`src/rtl/clk_div_pkg.sv`:
```
// Shared constants and types for the programmable clock-divider bank.
package clk_div_pkg;

  localparam int CNT_W_DEFAULT = 26;

  typedef logic [CNT_W_DEFAULT-1:0] half_t;

  localparam half_t HALF_OFF = '0;

endpackage

```
`src/rtl/clk_div_bank_if.sv`:
```
// Control/status bundle of the clock-divider bank: channel programming in, divided clocks out.
interface clk_div_bank_if #(
  parameter int NUM_CH = 4,
  parameter int CNT_W  = clk_div_pkg::CNT_W_DEFAULT
);
  localparam int SEL_W = (NUM_CH > 1) ? $clog2(NUM_CH) : 1;

  logic              div_we;
  logic [SEL_W-1:0]  div_sel;
  logic [CNT_W-1:0]  div_val;
  logic [NUM_CH-1:0] en;
  logic              sync;
  logic [NUM_CH-1:0] clk_out;
  logic [NUM_CH-1:0] rise;
  logic [NUM_CH-1:0] pending;

  modport master (
    output div_we, div_sel, div_val, en, sync,
    input  clk_out, rise, pending
  );

  modport slave (
    input  div_we, div_sel, div_val, en, sync,
    output clk_out, rise, pending
  );

endinterface

```
`src/rtl/clk_div_channel.sv`:
```
// One divider channel: half-period counter with a shadow register applied only at period boundaries.
module clk_div_channel
  import clk_div_pkg::*;
#(
  parameter int               CNT_W        = CNT_W_DEFAULT,
  parameter logic [CNT_W-1:0] DEFAULT_HALF = CNT_W'(2)
) (
  input  logic             clk_in,
  input  logic             rst,
  input  logic             wr,
  input  logic [CNT_W-1:0] div_val,
  input  logic             en,
  input  logic             sync,
  output logic             clk_out,
  output logic             rise,
  output logic             pending
);

  localparam logic [CNT_W-1:0] OFF = CNT_W'(HALF_OFF);

  logic [CNT_W-1:0] cnt_reg, cnt_next;
  logic [CNT_W-1:0] half_r_reg, half_r_next;
  logic [CNT_W-1:0] half_p_reg, half_p_next;
  logic             pend_reg, pend_next;
  logic             out_reg, out_next;
  logic             rise_reg, rise_next;

  always_comb begin
    cnt_next    = cnt_reg;
    half_r_next = half_r_reg;
    half_p_next = half_p_reg;
    pend_next   = pend_reg;
    out_next    = out_reg;
    rise_next   = 1'b0;
    if (sync) begin
      // A write landing with sync bypasses the shadow and is applied at once.
      cnt_next = '0;
      out_next = 1'b0;
      if (wr) begin
        half_r_next = div_val;
        half_p_next = div_val;
        pend_next   = 1'b0;
      end else if (pend_reg) begin
        half_r_next = half_p_reg;
        pend_next   = 1'b0;
      end
    end else begin
      if (half_r_reg == OFF) begin
        cnt_next = '0;
        out_next = 1'b0;
        if (pend_reg) begin
          half_r_next = half_p_reg;
          pend_next   = 1'b0;
        end
      end else if (en) begin
        if (cnt_reg == half_r_reg - CNT_W'(1)) begin
          cnt_next  = '0;
          out_next  = ~out_reg;
          rise_next = ~out_reg;
          // Only the high->low toggle closes a full period, so swap there.
          if (out_reg && pend_reg) begin
            half_r_next = half_p_reg;
            pend_next   = 1'b0;
          end
        end else begin
          cnt_next = cnt_reg + CNT_W'(1);
        end
      end
      // A write in the same cycle as an apply re-arms the shadow with the new value.
      if (wr) begin
        half_p_next = div_val;
        pend_next   = 1'b1;
      end
    end
  end

  always_ff @(posedge clk_in or posedge rst) begin
    if (rst) begin
      cnt_reg    <= '0;
      half_r_reg <= DEFAULT_HALF;
      half_p_reg <= '0;
      pend_reg   <= 1'b0;
      out_reg    <= 1'b0;
      rise_reg   <= 1'b0;
    end else begin
      cnt_reg    <= cnt_next;
      half_r_reg <= half_r_next;
      half_p_reg <= half_p_next;
      pend_reg   <= pend_next;
      out_reg    <= out_next;
      rise_reg   <= rise_next;
    end
  end

  assign clk_out = out_reg;
  assign rise    = rise_reg;
  assign pending = pend_reg;

endmodule

```
`src/rtl/clk_div_bank.sv`:
```
// Bank of independently programmable clock dividers with per-channel write decode.
module clk_div_bank
  import clk_div_pkg::*;
#(
  parameter int               NUM_CH       = 4,
  parameter int               CNT_W        = CNT_W_DEFAULT,
  parameter logic [CNT_W-1:0] DEFAULT_HALF = CNT_W'(2)
) (
  input  logic          clk_in,
  input  logic          rst,
  clk_div_bank_if.slave bus
);

  logic [NUM_CH-1:0] wr;
  logic [NUM_CH-1:0] clk_out_w;
  logic [NUM_CH-1:0] rise_w;
  logic [NUM_CH-1:0] pending_w;

  // Full-width compare: select codes beyond the last channel match nothing.
  for (genvar gi = 0; gi < NUM_CH; gi++) begin : g_ch
    assign wr[gi] = bus.div_we && (int'(bus.div_sel) == gi);

    clk_div_channel #(
      .CNT_W        (CNT_W),
      .DEFAULT_HALF (DEFAULT_HALF)
    ) u_ch (
      .clk_in  (clk_in),
      .rst     (rst),
      .wr      (wr[gi]),
      .div_val (bus.div_val),
      .en      (bus.en[gi]),
      .sync    (bus.sync),
      .clk_out (clk_out_w[gi]),
      .rise    (rise_w[gi]),
      .pending (pending_w[gi])
    );
  end

  assign bus.clk_out = clk_out_w;
  assign bus.rise    = rise_w;
  assign bus.pending = pending_w;

endmodule

```
`src/flat_wrapper.sv`:
```
// flat-port wrapper written by rule: the top's interface ports become plain ports
module clk_div_bank_flat import clk_div_pkg::*;
#(
  parameter int               NUM_CH       = 4,
  parameter int               CNT_W        = CNT_W_DEFAULT,
  parameter logic [CNT_W-1:0] DEFAULT_HALF = CNT_W'(2)
)
  (clk_in, rst, bus_div_we, bus_div_sel, bus_div_val, bus_en, bus_sync, bus_clk_out, bus_rise, bus_pending);
  clk_div_bank_if #(.NUM_CH(NUM_CH), .CNT_W(CNT_W)) bus_i ();
  input  logic clk_in;
  input  logic rst;
  input wire logic [$bits(bus_i.div_we)-1:0] bus_div_we;
  input wire logic [$bits(bus_i.div_sel)-1:0] bus_div_sel;
  input wire logic [$bits(bus_i.div_val)-1:0] bus_div_val;
  input wire logic [$bits(bus_i.en)-1:0] bus_en;
  input wire logic [$bits(bus_i.sync)-1:0] bus_sync;
  output wire logic [$bits(bus_i.clk_out)-1:0] bus_clk_out;
  output wire logic [$bits(bus_i.rise)-1:0] bus_rise;
  output wire logic [$bits(bus_i.pending)-1:0] bus_pending;
  assign bus_i.div_we = bus_div_we;
  assign bus_i.div_sel = bus_div_sel;
  assign bus_i.div_val = bus_div_val;
  assign bus_i.en = bus_en;
  assign bus_i.sync = bus_sync;
  assign bus_clk_out = bus_i.clk_out;
  assign bus_rise = bus_i.rise;
  assign bus_pending = bus_i.pending;
  clk_div_bank #(.NUM_CH(NUM_CH), .CNT_W(CNT_W), .DEFAULT_HALF(DEFAULT_HALF)) u_core (.clk_in(clk_in), .rst(rst), .bus(bus_i));
endmodule
```
`config.mk`:
```
export PLATFORM = sky130hd
export DESIGN_NAME = clk_div_bank_flat
export DESIGN_NICKNAME = d
export VERILOG_FILES = /design/src/rtl/clk_div_pkg.sv /design/src/rtl/clk_div_bank_if.sv /design/src/rtl/clk_div_channel.sv /design/src/rtl/clk_div_bank.sv /design/src/flat_wrapper.sv
export SDC_FILE = /design/constraint.sdc
export NUM_CORES = 1
export LEC_CHECK = 0
export ABC_AREA = 1
export BUFFER_PORTS_ARGS = -buffer_cell sky130_fd_sc_hd__buf_2
export CAP_MARGIN = 20
export CORE_ASPECT_RATIO = 0.9
export CORE_MARGIN = 4
export CORE_UTILIZATION = 55
export CTS_CLUSTER_DIAMETER = 150
export DETAILED_ROUTE_END_ITERATION = 10
export GPL_TIMING_DRIVEN = 0
export PLACE_DENSITY = 0.77
export SLEW_MARGIN = 20
export SYNTH_ARGS = -nofsm -noshare
export SYNTH_HDL_FRONTEND = slang
export SYNTH_SLANG_ARGS = --single-unit
```
`constraint.sdc`:
```
create_clock -name clk_in -period 21.6 [get_ports clk_in]
set_clock_uncertainty 0.1 [all_clocks]
set_input_delay 6.48 -clock clk_in [delete_from_list [all_inputs] [get_ports clk_in]]
set_output_delay 6.48 -clock clk_in [all_outputs]
set_load 0.01 [all_outputs]
```
== Word level (Yosys, flattened, before mapping) ==
Index checks and enable logic that the tools add are counted.

* Register bits after elaboration: 324
* Input port bits: 36
* Output and inout bits: 12
* Logic and storage cells: 192

* Reductions and logical operators: 49
* $add $sub $neg: 8
* Bitwise operators: 4
* Muxes and demuxes: 100
* Equal/unequal tests: 7

{| class="wikitable"
|+ Operators by type and width
! cell !! count
|-
| 2-to-1 mux 26 bit || 44
|-
| adder 26 x 1 -> 26 bit (second input constant) || 4
|-
| equality test 26 bit || 4
|-
| zero test 26 bit || 4
|-
| subtractor 26 x 1 -> 26 bit (second input constant) || 4
|-
| 2-to-1 mux 1 bit || 56
|-
| nonzero test 4 bit || 12
|-
| nonzero test 3 bit || 12
|-
| AND reduction 3 bit || 8
|-
| logical AND 1 bit || 8
|-
| AND reduction 2 bit || 4
|-
| equality test 2 bit (second input constant) || 2
|-
| NOT 1 bit || 4
|-
| equality test 2 x 1 -> 1 bit (second input constant) || 1
|-
| zero test 2 bit || 1
|}

== Longest topological paths before layout ==
* Depth in word-level cells: 7
* Mapped depth: 20
* Mapped depth without buffers: 19

== Cells and area by module ==
From an unflattened synthesis, not the netlist that was laid out.

* Cell total of the unflattened synthesis: 3,660
* Area total of the unflattened synthesis: 23,387.4 µm²

{| class="wikitable"
|+ By module, submodules not included
! module !! times used !! cells an instance !! sequential area each (µm²) !! area each (µm²)
|-
| clk_div_channel (u_core.g_ch[0].u_ch ...) || 2 || 918 || 2,028.2 || 5,858.1
|-
| clk_div_channel (u_core.g_ch[2].u_ch ...) || 2 || 908 || 2,028.2 || 5,820.6
|-
| clk_div_bank || 1 || 8 || 0.0 || 30.0
|}

== Worst setup path before layout ==
No wires, ideal clock.

* Path kind: input to register
* From: in bus_div_sel[0]
* To: reg u_core.g_ch[1].u_ch.half_r_reg[10]
* Arrival: 7.853 ns
* Library setup time: 0.066 ns
* Cell stages on the path: 9
* Data required time: 21.434 ns
* Path buffers: 1
* Setup slack: 13.581 ns
* Cell sequence: inv_1 > nor3_1 > clkbuf_1 > nand2_1 > o21ai_0 > nand2_1 > nand2_1 > nand4_1 > nand2_1

* Cells in the longest elaborated chain, start to end: 4

{| class="wikitable"
|+ Ends and longest elaborated chain
! item !! line !! source
|-
| start, declared || flat_wrapper.sv:13 || <nowiki>input wire logic [$bits(bus_i.div_sel)-1:0] bus_div_sel;</nowiki>
|-
| equality test 2 bit || clk_div_bank.sv:21 || <nowiki>assign wr[gi] = bus.div_we && (int'(bus.div_sel) == gi);</nowiki>
|-
| logical AND 1 bit || clk_div_bank.sv:21 ||
|-
| 2-to-1 mux 26 bit || clk_div_channel.sv:39 || <nowiki>if (wr) begin</nowiki>
|-
| 2-to-1 mux 26 bit || clk_div_channel.sv:35 || <nowiki>if (sync) begin</nowiki>
|-
| end signal, assigned || clk_div_channel.sv:87 || <nowiki>half_r_reg <= half_r_next;</nowiki>
|-
| end, declared || clk_div_channel.sv:22 || <nowiki>logic [CNT_W-1:0] half_r_reg, half_r_next;</nowiki>
|}

No other way between the ends.
A chain may end at the register's enable or synchronous reset.

== Final worst setup path ==
* From: in bus_sync
* To: reg u_core.g_ch[1].u_ch.half_r_reg[3]

* Cells in the longest elaborated chain, start to end: 2
* Elaborated cells between the ends (all ways): 5
* Those cells by class: 1 x mux; 4 x reduce/logical

{| class="wikitable"
|+ Ends and longest elaborated chain
! item !! line !! source
|-
| start, declared || flat_wrapper.sv:16 || <nowiki>input wire logic [$bits(bus_i.sync)-1:0] bus_sync;</nowiki>
|-
| nonzero test 3 bit (no source line) || - ||
|-
| AND reduction 3 bit (no source line) || - ||
|}

Parallel ways exist; a longest one is shown, timed or not.

==> key figures <==
Logic synthesis
  – Synth Instances: about 3,300
  – Netlist Area Pre-Place: approximately 22,000 sq um
  – Number of distinct library cells after synthesis: 50
  – Top FF cell, synth: dfrtp_1
  – Syn Area/Cell: between 6 and 7 sq um
  – Async set-or-reset flop fraction in the synthesized netlist: between 90% and 100%
  – Yosys top cell by area: dfrtp_1
  – Syn nets: about 3,400
  – Post-synthesis register bit count: approximately 320
  – EDFF count, synth: 0
  – Synth area leaders: dfrtp_1 (36%), nand2_1 (20%), nor2_1 (6.7%)
  – Yosys warns: 0
  – Share of the synthesized area in the top cell type: 36.4%
  – Seq/Total Area, Yosys: between 30 and 40%

Setup path
  – CP bufs+invs: 4
  – Crit Path Category: in -> reg
  – R2R Setup Slk: ~18 ns
  – Critical path's top delay family: buffers and inverters
  – Crit path required time: between 20 and 25 ns
  – Worst-path fanout max: 10
  – CP startpoint kind: input pin
  – Worst path slowest cell: clkbuf_1
  – Crit path DAT: ~9.1 ns
  – CP Capture Type: register
  – CP peak stage delay: just over 0.7 ns
  – CP cell instances: buf_2 > clkbuf_1 > clkbuf_1 > clkbuf_1 > nand2_1 > nand2_1 > nand4_1 > nand2_1

Floorplanning
  – Die Wd: between 200 and 250 um
  – Row count: between 60 and 70
  – Die area: between 40,000 and 50,000 sq um
  – Chip height: 198 um
  – Core area: 39,500 sq um
  – Initial Utilization: between 50% and 60%
  – I/O Pins: 48

STA
  – Period minus WS final: about 8.7 ns
  – Worst-Margin Slew: between 0.8 and 0.9 ns
  – Slew HR: 42.2%
  – Final Hold Fails: 0
  – Fin worst setup slack: about 13 ns
  – Final setup violation count: 0
  – Unrepaired setup endpoints after global routing: no
  – Final hold slack: roughly 0.37 ns
  – Fin. max-slew vios: 0
  – Setup TNS Final: 0 ns
  – Final Cycle Share: about two fifths
  – Fmax: roughly 110 MHz

Placed design
  – Placement Setup Slack: 12.42 ns
  – Port Buf Inserts: 47
  – Gpl congestion: just under 1
  – Hpwl dp: around 52,000 um

Routing
  – DR DRC count: 0
  – Routed WL: just under 70,000 um
  – ANT nets after route: 0
  – Drt first-iter violations: approximately 2,100
  – DR pass1 iterations: 5
  – Routed wire per std cell: between 15 and 20 um
  – Drt via density: about 5.7
  – Vias post-DR: 22,553

Clock tree
  – Clock Latency Late Sink: approximately 0.56 ns
  – CTS clk-pin slew, worst paths: 0.06 ns
  – Post_cts resized: 0
  – Setup Buffers After CTS: 0
  – Clock sink total: approximately 320
  – H-tree depth: 2
  – Number of CTS-inserted buffers: 37
  – Hold_buf cts: 0
  – CTS tree: done
  – CTS root buf: clkbuf_16
  – Clock tree buffer depth: 3

Cells and area
  – Commonest non-fill, non-tap cell in the layout: nand2_1
  – Diode count: 0
  – Area of the multi-input gates: 12,100 sq um
  – Filler cells: roughly 3,700
  – Share of cells above drive strength 1: 6.88%
  – Layout area overhead: 10.3%
  – Register Area: 8110 sq um
  – Most frequent cells in the layout: nand2_1 (1,146), nor2_1 (391), dfrtp_1 (320), inv_1 (274), nand3_1 (214)
  – Fin nets: roughly 3,500

Power
  – Clock power frac: roughly 33%
  – Switching power: about 0.74 mW
  – Internal power: 1.27 mW
  – Comb power frac: between 20% and 30%
  – Leakage dissipation: between 10 and 15 nW
  – Pwr dens: around 83 nW/um^2
  – Net Sw Frac: a little under two fifths
  – Max IR drop VDD: between 0.06 and 0.07 mV
  – Sequential share of power: 38.8%

Global route
  – Overflow left after global routing: 0
  – Antenna violations before repair: 1
  – Largest net degree at the start of global routing: between 100 and 150
  – First-pass GRT wire length: 110,000 um
  – GRT Total Usage: between 30% and 40%
  – Vias in the first global route: 21,295

Flow run
  – Max-Cap Viols: 0

Run status
  – Status: complete, no violations

Hold path
  – Worst hold path class: reg -> reg
worst min-delay path, cell delays in order (launching register included):
cell	delay [ns]
dfstp_2	0.37
nand2_1	0.05
nand2_1	0.04
per-layer routing:
layer	vias to the layer above	track usage, %	part of all wire, %
met5	-	0	0
met1	10561	43.5	43
met4	0	11.7	3.6
met3	166	6.38	9.4
li1	10835	-	-
met2	991	49.2	44
layout make-up:
type,instances,share of cell area [%]
plain buffers,138,2.76
clock buffers,53,4.44
clock inverters,12,0.733
inverters,306,4.77
multi-input cells,2560,49.8
flip-flops and latches,324,33.5
well taps,532,2.75
repair buffers,50,1.31
final timing paths:
check | from | end | cells past startpoint
setup / recovery | bus_sync | u_core.g_ch[1].u_ch.half_r_reg[3]$_DFFE_PP0P_ | 8
hold / removal | u_core.g_ch[0].u_ch.half_r_reg[1]$_DFFE_PP1P_ | u_core.g_ch[0].u_ch.half_r_reg[1]$_DFFE_PP1P_ | 2
setup reg to reg | u_core.g_ch[3].u_ch.half_r_reg[0]$_DFFE_PP0P_ | u_core.g_ch[3].u_ch.half_r_reg[4]$_DFFE_PP0P_ | 18
hold reg to reg | u_core.g_ch[0].u_ch.half_r_reg[1]$_DFFE_PP1P_ | u_core.g_ch[0].u_ch.half_r_reg[1]$_DFFE_PP1P_ | 2
max in group asynchronous | rst | u_core.g_ch[3].u_ch.cnt_reg[21]$_DFFE_PP0P_ | 5
min in group asynchronous | rst | u_core.g_ch[1].u_ch.half_p_reg[12]$_DFFE_PP0P_ | 2
kinds of logic after synthesis:
family	Yosys count	synth area share (%)
simple gates	1979	37.9
buf+inv	444	8.27
compound gates	417	10.2
mux	13	0.592
fa+ha+maj	8	0.455
flops	324	36.9
xor+xnor	143	5.70
per-stage QoR:
step	cells	cell area, sq um	power (mW)	utilization [%]
2_1_floorplan	3328	22000	1.18	-
3_3_place_gp	3907	22900	1.32	58.0
3_5_place_dp	3910	23000	1.34	58.2
4_1_cts	3975	24200	2.01	61.4
5_1_grt	3975	24200	2.13	61.4
6_report	3975	24200	2.02	61.4
power groups by stage:
stage          Combinational (mW)  Clock, mW  Sequential [mW]
6_report                    0.566      0.666            0.783
5_1_grt                     0.642      0.697            0.792
4_1_cts                     0.557      0.674            0.779
3_5_place_dp                0.552          0            0.789
3_3_place_gp                0.535          0            0.787
2_1_floorplan               0.425          0            0.756
cell usage after synthesis (5+ instances only):
cell      number
a21oi_1      158
a31oi_1       16
buf_1          7
buf_2         19
buf_4         24
buf_6          5
clkbuf_1      83
clkinv_1       7
dfrtp_1      320
ha_1           8
inv_1        275
inv_2         24
mux2i_1       13
nand2_1     1146
nand2_4        6
nand3_1      214
nand3_2        5
nand3b_1      22
nand4_1       71
nor2_1       391
nor2_2        16
nor2_4         6
nor3_1        64
nor3b_1        7
nor4_1         5
o21a_1        15
o21ai_0      176
o21ai_1       10
o21bai_1       5
o22ai_1       24
or2_2          5
xnor2_1       44
xor2_1        99
Note: power is estimated with default switching activity, not from simulation.
